[config.mk]
export PLATFORM = sky130hd
export DESIGN_NAME = serial_subtractor
export DESIGN_NICKNAME = d
export VERILOG_FILES = /design/src/rtl/sub_pkg.sv /design/src/rtl/full_sub_cell.sv /design/src/rtl/serial_subtractor.sv
export SDC_FILE = /design/constraint.sdc
export NUM_CORES = 1
export LEC_CHECK = 0
export BUFFER_PORTS_ARGS = -buffer_cell sky130_fd_sc_hd__clkbuf_2
export CORE_MARGIN = 2
export CORE_UTILIZATION = 45
export DETAILED_ROUTE_END_ITERATION = 6
export GPL_ROUTABILITY_DRIVEN = 0
export PLACE_DENSITY = 0.77
export SYNTH_ARGS = -nofsm -noshare
export SYNTH_HDL_FRONTEND = slang
export SYNTH_SLANG_ARGS = --single-unit
[constraint.sdc]
create_clock -name clk -period 1.08 [get_ports clk]
set_input_delay 0.054 -clock clk [delete_from_list [all_inputs] [get_ports clk]]
set_output_delay 0.054 -clock clk [all_outputs]
set_load 0.05 [all_outputs]
[src/rtl/sub_pkg.sv]
// Shared types and constants for the bit-serial subtractor.
package sub_pkg;

  // Default operand/result width.
  localparam int W_DEFAULT = 8;

  // Controller states: wait for operands, shift one bit per clock, hold result.
  typedef enum logic [1:0] {
    IDLE  = 2'd0,
    SHIFT = 2'd1,
    DONE  = 2'd2
  } state_t;

endpackage : sub_pkg

[src/rtl/full_sub_cell.sv]
// One-bit full subtractor: the half subtractor extended with a borrow-in.
// Computes a - b - bin, giving the difference bit and the borrow-out.
module full_sub_cell (
  input  logic a,
  input  logic b,
  input  logic bin,
  output logic diff,
  output logic bout
);

  // Difference is the parity of all three inputs.
  assign diff = a ^ b ^ bin;

  // Borrow when b exceeds a, or when a equals b and a borrow is pending.
  assign bout = (~a & b) | (~(a ^ b) & bin);

endmodule : full_sub_cell

[src/rtl/serial_subtractor.sv]
// Bit-serial W-bit subtractor computing a_in - b_in, LSB first, one bit per
// clock. Operands enter on a valid/ready handshake, the difference and final
// borrow leave on another. All outputs are decoded from registered state.
module serial_subtractor
  import sub_pkg::*;
#(
  parameter int W = W_DEFAULT
) (
  input  logic         clk,
  input  logic         rst_n,
  input  logic         in_valid,
  output logic         in_ready,
  input  logic [W-1:0] a_in,
  input  logic [W-1:0] b_in,
  output logic         out_valid,
  input  logic         out_ready,
  output logic [W-1:0] diff_out,
  output logic         borrow_out,
  output logic         busy
);

  // Bit counter width follows from W; it is not meant to be overridden.
  localparam int              CNT_W = $clog2(W);
  localparam logic [CNT_W-1:0] LAST = CNT_W'(W - 1);

  state_t         state;
  logic [CNT_W-1:0] cnt;
  logic           brw;
  logic [W-1:0]   a_sr;
  logic [W-1:0]   b_sr;
  logic [W-1:0]   d_sr;
  logic           cell_d;
  logic           cell_bout;

  // The single arithmetic cell sees the current LSBs and the stored borrow.
  full_sub_cell u_cell (
    .a    (a_sr[0]),
    .b    (b_sr[0]),
    .bin  (brw),
    .diff (cell_d),
    .bout (cell_bout)
  );

  // Controller, bit counter, operand/result shift registers and borrow flop.
  always_ff @(posedge clk) begin
    // NOTE: every register here uses <= so all of them update from the
    // values sampled at the same edge; blocking = would let a later line
    // see an already-updated shift register.
    if (!rst_n) begin
      state <= IDLE;
      cnt   <= '0;
      brw   <= 1'b0;
      // NOTE: the shift registers are cleared too, so diff_out can never
      // expose stale or X data, even though a load overwrites them anyway.
      a_sr  <= '0;
      b_sr  <= '0;
      d_sr  <= '0;
    end else begin
      case (state)
        IDLE: begin
          if (in_valid) begin
            a_sr  <= a_in;
            b_sr  <= b_in;
            d_sr  <= '0;
            brw   <= 1'b0;
            cnt   <= '0;
            state <= SHIFT;
          end
        end
        SHIFT: begin
          a_sr <= {1'b0, a_sr[W-1:1]};
          b_sr <= {1'b0, b_sr[W-1:1]};
          d_sr <= {cell_d, d_sr[W-1:1]};
          brw  <= cell_bout;
          cnt  <= cnt + 1'b1;
          // This edge processed the MSB; the result is complete.
          if (cnt == LAST) begin
            state <= DONE;
          end
        end
        DONE: begin
          if (out_ready) begin
            state <= IDLE;
          end
        end
        default: begin
          state <= IDLE;
        end
      endcase
    end
  end

  // Handshake and result outputs, gated so nothing leaks outside DONE.
  assign in_ready   = (state == IDLE);
  assign out_valid  = (state == DONE);
  assign busy       = (state != IDLE);
  assign diff_out   = out_valid ? d_sr : '0;
  assign borrow_out = out_valid & brw;

endmodule : serial_subtractor

==> After elaboration in Yosys (flattened, before gate mapping) <==
Cells that the tools add are included.
{ "word_totals": {"word_cells": 41, "output_inout_bits": 12, "inputBits": 20, "regBits": 30} }
{ "op_classes": {"addsub": 1, "eq_ne": 6, "muxes": 15, "bitwise": 8, "reduce_logical": 5} }
{ "op_table": {"columns": ["op", "n"], "rows": [
  ["8-bit case mux with 2 select lines", 3],
  ["8-bit two-way mux", 4],
  ["2-bit two-way mux", 3],
  ["2-bit case mux with 3 select lines", 1],
  ["3-bit case mux with 2 select lines", 1],
  ["2-bit inequality test, second input constant", 2],
  ["2-bit nonzero test", 2],
  ["3-bit by 1-bit adder with 3-bit output, second input constant", 1],
  ["1-bit AND", 3],
  ["3-bit equality test, second input constant", 1],
  ["3-bit two-way mux", 1],
  ["3-bit AND reduction", 1],
  ["2-bit by 1-bit equality test with 1-bit output, second input constant", 1],
  ["2-bit equality test, second input constant", 1],
  ["2-bit logical NOT", 1],
  ["2-bit by 1-bit inequality test with 1-bit output, second input constant", 1],
  ["1-bit inverter", 2],
  ["1-bit case mux with 2 select lines", 1],
  ["2-bit AND reduction", 1],
  ["1-bit bitwise XOR", 2],
  ["1-bit two-way mux", 1],
  ["1-bit OR", 1]
]} }

==> Depth between registers and ports, before layout <==
Gate-level depths: netlist (run 1).
{ "logic_depth": {"word_depth": 5, "depth_mapped": 4, "mapped_depth_nobuf": 4} }

==> Modules after synthesis <==
From an unflattened synthesis (run 1), not the netlist that was laid out.
{ "unflattened": {"cells_unflattened": 138, "hier_area_um2": 1510.2} }
{ "by_module_without_submodules": {"columns": ["mod", "n_inst", "seq_area_each_um2", "cells_each", "area_per_inst_um2"], "rows": [
  ["serial_subtractor", 1, 600.6, 134, 1478.9],
  ["full_sub_cell", 1, 0.0, 4, 31.3]
]} }

==> Worst setup path after synthesis (run 1) <==
No wires, ideal clock.
{ "synth_path": {"path_kind": "flip-flop to output port", "startpoint": "register state[0]", "endpoint": "output borrow_out", "required_time_ns": 1.026, "setup_slack_ns": -0.629, "n_path_buf": 2, "stages_incl_launch_ff": 5, "t_arrival_ns": 1.655, "path_cell_list": "dfxtp_1 > buf_6 > nor2b_1 > clkbuf_1 > and2_1"} }
{ "synth_via": {"elab_chain_cells": 2} }
{ "synth_lines": {"columns": ["element", "line", "source"], "rows": [
  ["start: declaration", "serial_subtractor.sv:26", "state_t state;"],
  ["start signal: assignment", "serial_subtractor.sv:50", "state <= IDLE;"],
  ["start signal: assignment", "serial_subtractor.sv:67", "state <= SHIFT;"],
  ["start signal: assignment", "serial_subtractor.sv:78", "state <= DONE;"],
  ["2-bit equality test", "serial_subtractor.sv:95", "assign out_valid = (state == DONE);"],
  ["net out_valid", "serial_subtractor.sv:15", "output logic out_valid,"],
  ["1-bit AND", "serial_subtractor.sv:98", "assign borrow_out = out_valid & brw;"],
  ["end: declaration", "serial_subtractor.sv:18", "output logic borrow_out,"]
]} }
The timed path passes the listed nets, and every way through them passes these cells.

==> Final worst setup path (run 1) <==
{ "layout_path": {"startpoint": "register state[1]", "endpoint": "output diff_out[3]"} }
{ "layout_via": {"elab_chain_cells": 2} }
{ "layout_lines": {"columns": ["element", "line", "source"], "rows": [
  ["2-bit equality test", "serial_subtractor.sv:95", null],
  ["8-bit two-way mux", "serial_subtractor.sv:97", "assign diff_out = out_valid ? d_sr : '0;"],
  ["end: declaration", "serial_subtractor.sv:17", "output logic [W-1:0] diff_out,"]
]} }
No other way between the ends.

==> results of run 1 <==
[power breakdown]
| part | leakage, nW | switching, W | total [W] | internal (W) |
|---|---|---|---|---|
| sequential | 0.249 | 0.0000569 | 0.00123 | 0.00117 |
| clock | 0.0353 | 0.000433 | 0.000748 | 0.000315 |
| combinational | 0.800 | 0.000393 | 0.000815 | 0.000422 |
| total | 1.08 | 0.000883 | 0.00279 | 0.00191 |
[area by class of cell]
type                    count  area share (%)
multi-input cells          81            43.5
inverters                  17            2.40
well taps                  46            2.04
repair buffers             67            28.2
flip-flops and latches     30            21.7
clock buffers               7            1.95
clock inverters             1           0.178
[stage by stage]
| stage | instance area [µm²] | cells | total power, W | hold WS [ns] |
|---|---|---|---|---|
| floorplan | 1730 | 143 | 0.00161 | 0.180 |
| global placement | 2030 | 223 | 0.00176 | 0.286 |
| detailed placement | 2030 | 223 | 0.00178 | 0.283 |
| CTS | 2640 | 245 | 0.00263 | 0.0647 |
| global route | 2820 | 249 | 0.00288 | 0.0875 |
| finish | 2820 | 249 | 0.00279 | 0.0712 |
[layout by cell type (no fill, tap or decap), drive strengths merged]
master	netlist	final
or2	1	1
nand2b	2	2
a31o	1	1
and4bb	1	1
buf	13	34
nor2b	1	1
clkinv	0	1
dfxtp	30	30
clkbuf	3	37
inv	17	16
nand3b	1	1
a211oi	1	1
and2	9	9
and3b	1	1
nor4bb	1	1
or3b	1	1
clkinvlp	0	1
nor4b	14	14
fa	1	1
ha	2	2
a2111oi	14	14
a32o	13	13
o21bai	1	2
nor3b	14	14
dlygate4sd3	0	3
a21oi	1	1
[per-layer routing]
layer  up-vias  GRT usage (%)
met4         0           13.1
met5         -              0
met2        62           48.0
met1       735           27.9
met3        18           6.16
li1        666              -
[cell usage after synthesis (2+ instances only)]
master / count / area share [%]
nand2b_1: 2 / 0.82
and2_1: 9 / 3.7
clkbuf_1: 3 / 0.74
buf_2: 8 / 2.6
dfxtp_1: 30 / 39
ha_1: 2 / 1.6
inv_1: 17 / 4.2
nor3b_1: 14 / 6.9
a2111oi_2: 8 / 7.9
buf_6: 5 / 3.7
nor4b_1: 14 / 8.0
a32o_1: 13 / 8.5
a2111oi_1: 6 / 3.9
[worst max path at each step]
stage	from	end	cells after the start
after floorplan	state[0]	in_ready	4
after global placement	state[1]	b_sr[0]	3
after CTS	state[0]	busy	4
after global routing	state[1]	diff_out[3]	4
final	state[1]	diff_out[3]	4
after detailed placement	state[0]	b_sr[4]	3
[sequential cells by signal (all words and copies together), names as in the netlist]
signal and cells:
a_sr 8, b_sr 8, brw 1, state 2
cnt 3, d_sr 8
[what timing repair did]
item	4_1_cts	5_1_grt
cloned	4	0
buffers inserted	7	4
gates resized for setup	70	24
endpoints found under the hold margin	3	0
hold buffers	3	0
pin swaps	10	15
setup endpoints to repair	42	42
[worst reg2reg max path, cell delays in order (launching register included)]
cell and delay (ns):
dfxtp_4 0.38, buf_4 0.17, buf_12 0.16, nor4b_1 0.45, a2111oi_1 0.11
[kinds of logic after synthesis]
group | count (synthesis) | share of synthesized area (%)
AO/OA/AOI/OAI | 31 | 23.0
adder cells (fa/ha/maj) | 3 | 2.96
buffers and inverters | 33 | 11.2
flip-flops | 30 | 39.4
AND/OR/NAND/NOR | 46 | 23.4
==> results.md, run 1 <==
* Longest Clk Path Bufs at 2
* IO buf count at 31
* R2R setup slack at -0.32 ns
* Number of synthesis warnings at 0
* Max-Cap Viols at 0
* Unique masters post-synth at 25
* Crit path capture type: primary output
* Violated checks: negative setup slack
* Synth-to-layout area growth at 84.8%
* FILL cells at 151
* Worst-margin pin slew at 0.566 ns
* Clk pin slew, worst setup/hold paths at 0.09 ns
* Htree depth at 2
* Number of routed nets with antenna violations at 0
* Top sig layer: met4
* Worst Hold Class: input pin to flip-flop
* Residual DRC at 0
* Crit Path Max Fanout at 6
* Area of the multi-input gates at 0.00123 mm²
* Final hold vios at 0
* RSZ-0062 raised after global routing: yes
* R2R Path End: a_sr[2]
* Vias per std cell at 5.95
* Root Buffer: clkbuf_4
* Die X at 62.2 µm
* TritonCTS clock tree: done
* # IOs at 32
* Final Core Density at 85.8%
* Num rows at 21
* Post-synthesis register bit count at 30
* DIE AREA at 0.00387 mm²
* Total GRT Usage at 26.1%
* Status: complete, but fails checks
* Critical Path Source Type: flip-flop
* Hold Crit Depth at 2
* CP Buf/Inv Count at 2
* CP max stage delay at 0.40 ns
* Syn Inst Count at 143
* Reg2reg start: state[1]
* Final period utilization at 133%
* Hold_sp: rst_n
* DRT Wirelength at 5640 µm
* CTS sink cnt at 30
* Setup TNS at -10.55 ns
* 1st-pass router iterations at 4
* Prevailing post-synth register cell: dfxtp_1
* Setup violations, final at 42
* Post-synthesis sequential area ratio at 39.4%
* Final HPWL DP at 2450 µm
* Cell Area, Synth at 0.00152 mm²
* Share of cells above drive strength 1 at 66.0%
* Initial Util at 46.4%
* Synth Net Count at 166
* Initial antenna violation count at 0
* Slew Limit Fails at 0
* Asr flop ratio synth at 0%
* Worst EP required at 1.03 ns
* Die Y at 62.2 µm
* R2R depth at 4
* Worst Hold End: b_sr[7]
* Grt ovf at 0
* Max_slew headroom at 62.2%
* Worst-Skew Late Latency at 0.35 ns
* Register area at 612 µm²
* VDD IR max at 0.811 mV
* Setup Skew at 0.00897 ns
* First-pass GRT wire length at 7770 µm
* Mean Syn Cell Area at 10.7 µm²
* Worst Slack Setup Final at -0.356 ns
* Slowest CP cell: dfxtp_4
* Max Clk Rate at 697 MHz
* Vias in the first global route at 1582
* Via count at 1481
* Largest delay share family, worst path: flip-flops
* P_leak at 1.08 nW
* Arrival time at the worst endpoint at 1.38 ns
* PwrDens at 992 mW/mm²
* Num CTS Buffers at 5
* Largest net degree at the start of global routing at 17
* Met3 WL post-DR at 315 µm
* Antenna Cells at 0
* DRT met1 WL at 2160 µm
* Critical path, cell by cell: nor2b_4, buf_6, and2_4, clkbuf_16
* Initial drt markers at 87
* Layout Nets at 225
* Drt wl/cell at 22.6 µm
* Routed wl met2 at 3020 µm
* Number of flops mapped to enable cells by yosys at 0
* Core Region at 0.00328 mm²
* DP Worst Slack at -0.205 ns
* Crit path kind: flip-flop to primary output
* Min Clock Period, post-route at 1.44 ns
(Power assumes the default switching activity.)
==> inputs of run 2 (changes only) <==
--- a/config.mk
+++ b/config.mk
@@ -13,2 +13,3 @@
 export PLACE_DENSITY = 0.77
+export SKIP_LAST_GASP = 1
 export SYNTH_ARGS = -nofsm -noshare
==> constraint.sdc (replaced) <==
create_clock -name clk -period 1.08 [get_ports clk]
set_input_delay 0 -clock clk [delete_from_list [all_inputs] [get_ports clk]]
set_output_delay 0 -clock clk [all_outputs]
set_load 0.05 [all_outputs]
==> results.md, run 2 (same netlist as run 1, synthesis figures left out) <==
* Status: complete, but fails checks
* Violated checks: negative setup slack
* Setup Skew at 0.0164 ns
* DRT Wirelength at 5260 µm
* First-pass GRT wire length at 7970 µm
* Max_slew headroom at 68.6%
* Max-Cap Viols at 0
* Largest net degree at the start of global routing at 17
* Die Y at 62.2 µm
* Dpl cells at 228
* TritonCTS clock tree: done
* Layout Nets at 229
* Synth-to-layout area growth at 84.4%
* RSZ-0062 raised after global routing: yes
* Crit path capture type: flip-flop
* Root Buffer: clkbuf_4
* Crit Path Max Fanout at 8
* # IOs at 32
* Power Internal at 0.00187 W
* Antenna Cells at 0
* Min Clock Period, post-route at 1.42 ns
* Vias in the first global route at 1531
* Setup violations, final at 42
* Num rows at 21
* Commonest non-fill, non-tap cells in the layout: dfxtp_1, buf_4, clkbuf_2
* Final instance area at 0.00281 mm²
* 1st-pass router iterations at 4
* Core Region at 0.00328 mm²
* Final hold vios at 0
* Total GRT Usage at 26.6%
* Worst Hold Class: input pin to flip-flop
* Switching portion of total power at 31.2%
* Grt ovf at 0
* Commonest non-fill, non-tap cell in the layout: dfxtp_1
* Share of cells above drive strength 1 at 65.7%
* Initial antenna violation count at 0
* Die X at 62.2 µm
* Residual DRC at 0
* Max Clk Rate at 702 MHz
* Crit path kind: flip-flop to flip-flop
* DIE AREA at 0.00387 mm²
* Arrival time at the worst endpoint at 1.68 ns
* P_sw at 0.000847 W
* Worst EP required at 1.34 ns
* FILL cells at 161
* Clk network pwr share at 27.3%
* Non-Filler Instances at 253
* Vias per std cell at 5.88
* Clk pin slew, worst setup/hold paths at 0.10 ns
* Overall power at 0.00271 W
* Worst-Skew Late Latency at 0.34 ns
* Worst-margin pin slew at 0.470 ns
* Slew Limit Fails at 0
* PwrDens at 965 mW/mm²
* Placed Area at 0.00207 mm²
* Via count at 1487
* Setup TNS at -9.33 ns
* P_leak at 1.09 nW
* Num CTS Buffers at 5
* Longest Clk Path Bufs at 2
* IO buf count at 31
* Htree depth at 2
* Initial drt markers at 40
* Number of routed nets with antenna violations at 0
* Final HPWL DP at 2580 µm
* Drt wl/cell at 20.8 µm
* Final period utilization at 132%
* Critical Path Source Type: flip-flop
* Biggest regs: a_sr (8), b_sr (8), d_sr (8)
* Logic gate share of total power at 27.3%
* Initial Util at 46.4%
* CTS sink cnt at 30
* VDD IR max at 0.832 mV
* Worst Slack Setup Final at -0.344 ns
* Sequential Power Share at 45.4%
-- run 2: layer usage --
layer,vias up,global-route usage (%),routed length [µm],part of all wire (%)
li1,678,-,-,-
met1,746,31.4,2040,39
met2,53,46.9,2910,55
met3,10,5.98,218,4.1
met4,0,10.6,89,1.7
met5,-,0,0,0
-- run 2: critical path, cell delays in order (launching register included) --
cell and delay (ns):
dfxtp_4 0.40, buf_4 0.12, buf_6 0.13, buf_12 0.13, or3b_1 0.38, a21oi_1 0.18
-- run 2: area by class of cell --
cell class / count / area (µm²) / share of cell area, %
well taps: 46 / 57.6 / 2.05
clock inverters: 2 / 12.5 / 0.445
clock buffers: 6 / 51.3 / 1.83
inverters: 17 / 67.6 / 2.40
multi-input cells: 81 / 1220 / 43.5
repair buffers: 71 / 787 / 28.0
flip-flops and latches: 30 / 613 / 21.8
-- run 2: what timing repair did --
item | CTS | global route
setup buffers | 9 | 5
resized for setup | 71 | 26
hold buffers | 3 | 0
pin swaps | 24 | 10
hold endpoints to repair | 3 | 0
setup endpoints to repair | 42 | 42
gates cloned | 2 | 1
-- run 2: power by group through the flow --
stage                     sequential (W)  clock (W)  combinational, W
after detailed placement         0.00125          0          0.000539
after global placement           0.00124          0          0.000515
after global routing             0.00124   0.000812          0.000785
after floorplan                  0.00123          0          0.000405
after CTS                        0.00122   0.000731          0.000626
final                            0.00123   0.000741          0.000739
-- run 2: worst paths after layout --
path | from | to | slack [ns] | depth (start not counted)
worst max-delay path | state[1] | state[1] | -0.34 | 5
worst min register to register | a_sr[4] | a_sr[4] | 0.48 | 2
worst min-delay path | b_in[0] | b_sr[0] | 0.06 | 3
worst max register to register | state[1] | state[1] | -0.34 | 5
-- run 2: through the flow --
| step | util (%) | hold slack (ns) | setup slack, ns |
|---|---|---|---|
| 3_5_place_dp | 62.9 | 0.220 | -0.226 |
| 5_1_grt | 85.6 | 0.0762 | -0.393 |
| 3_3_place_gp | 62.9 | 0.215 | -0.133 |
| 6_report | 85.6 | 0.0595 | -0.344 |
| 4_1_cts | 78.8 | 0.0291 | -0.274 |
| 2_1_floorplan | - | 0.126 | -0.0755 |
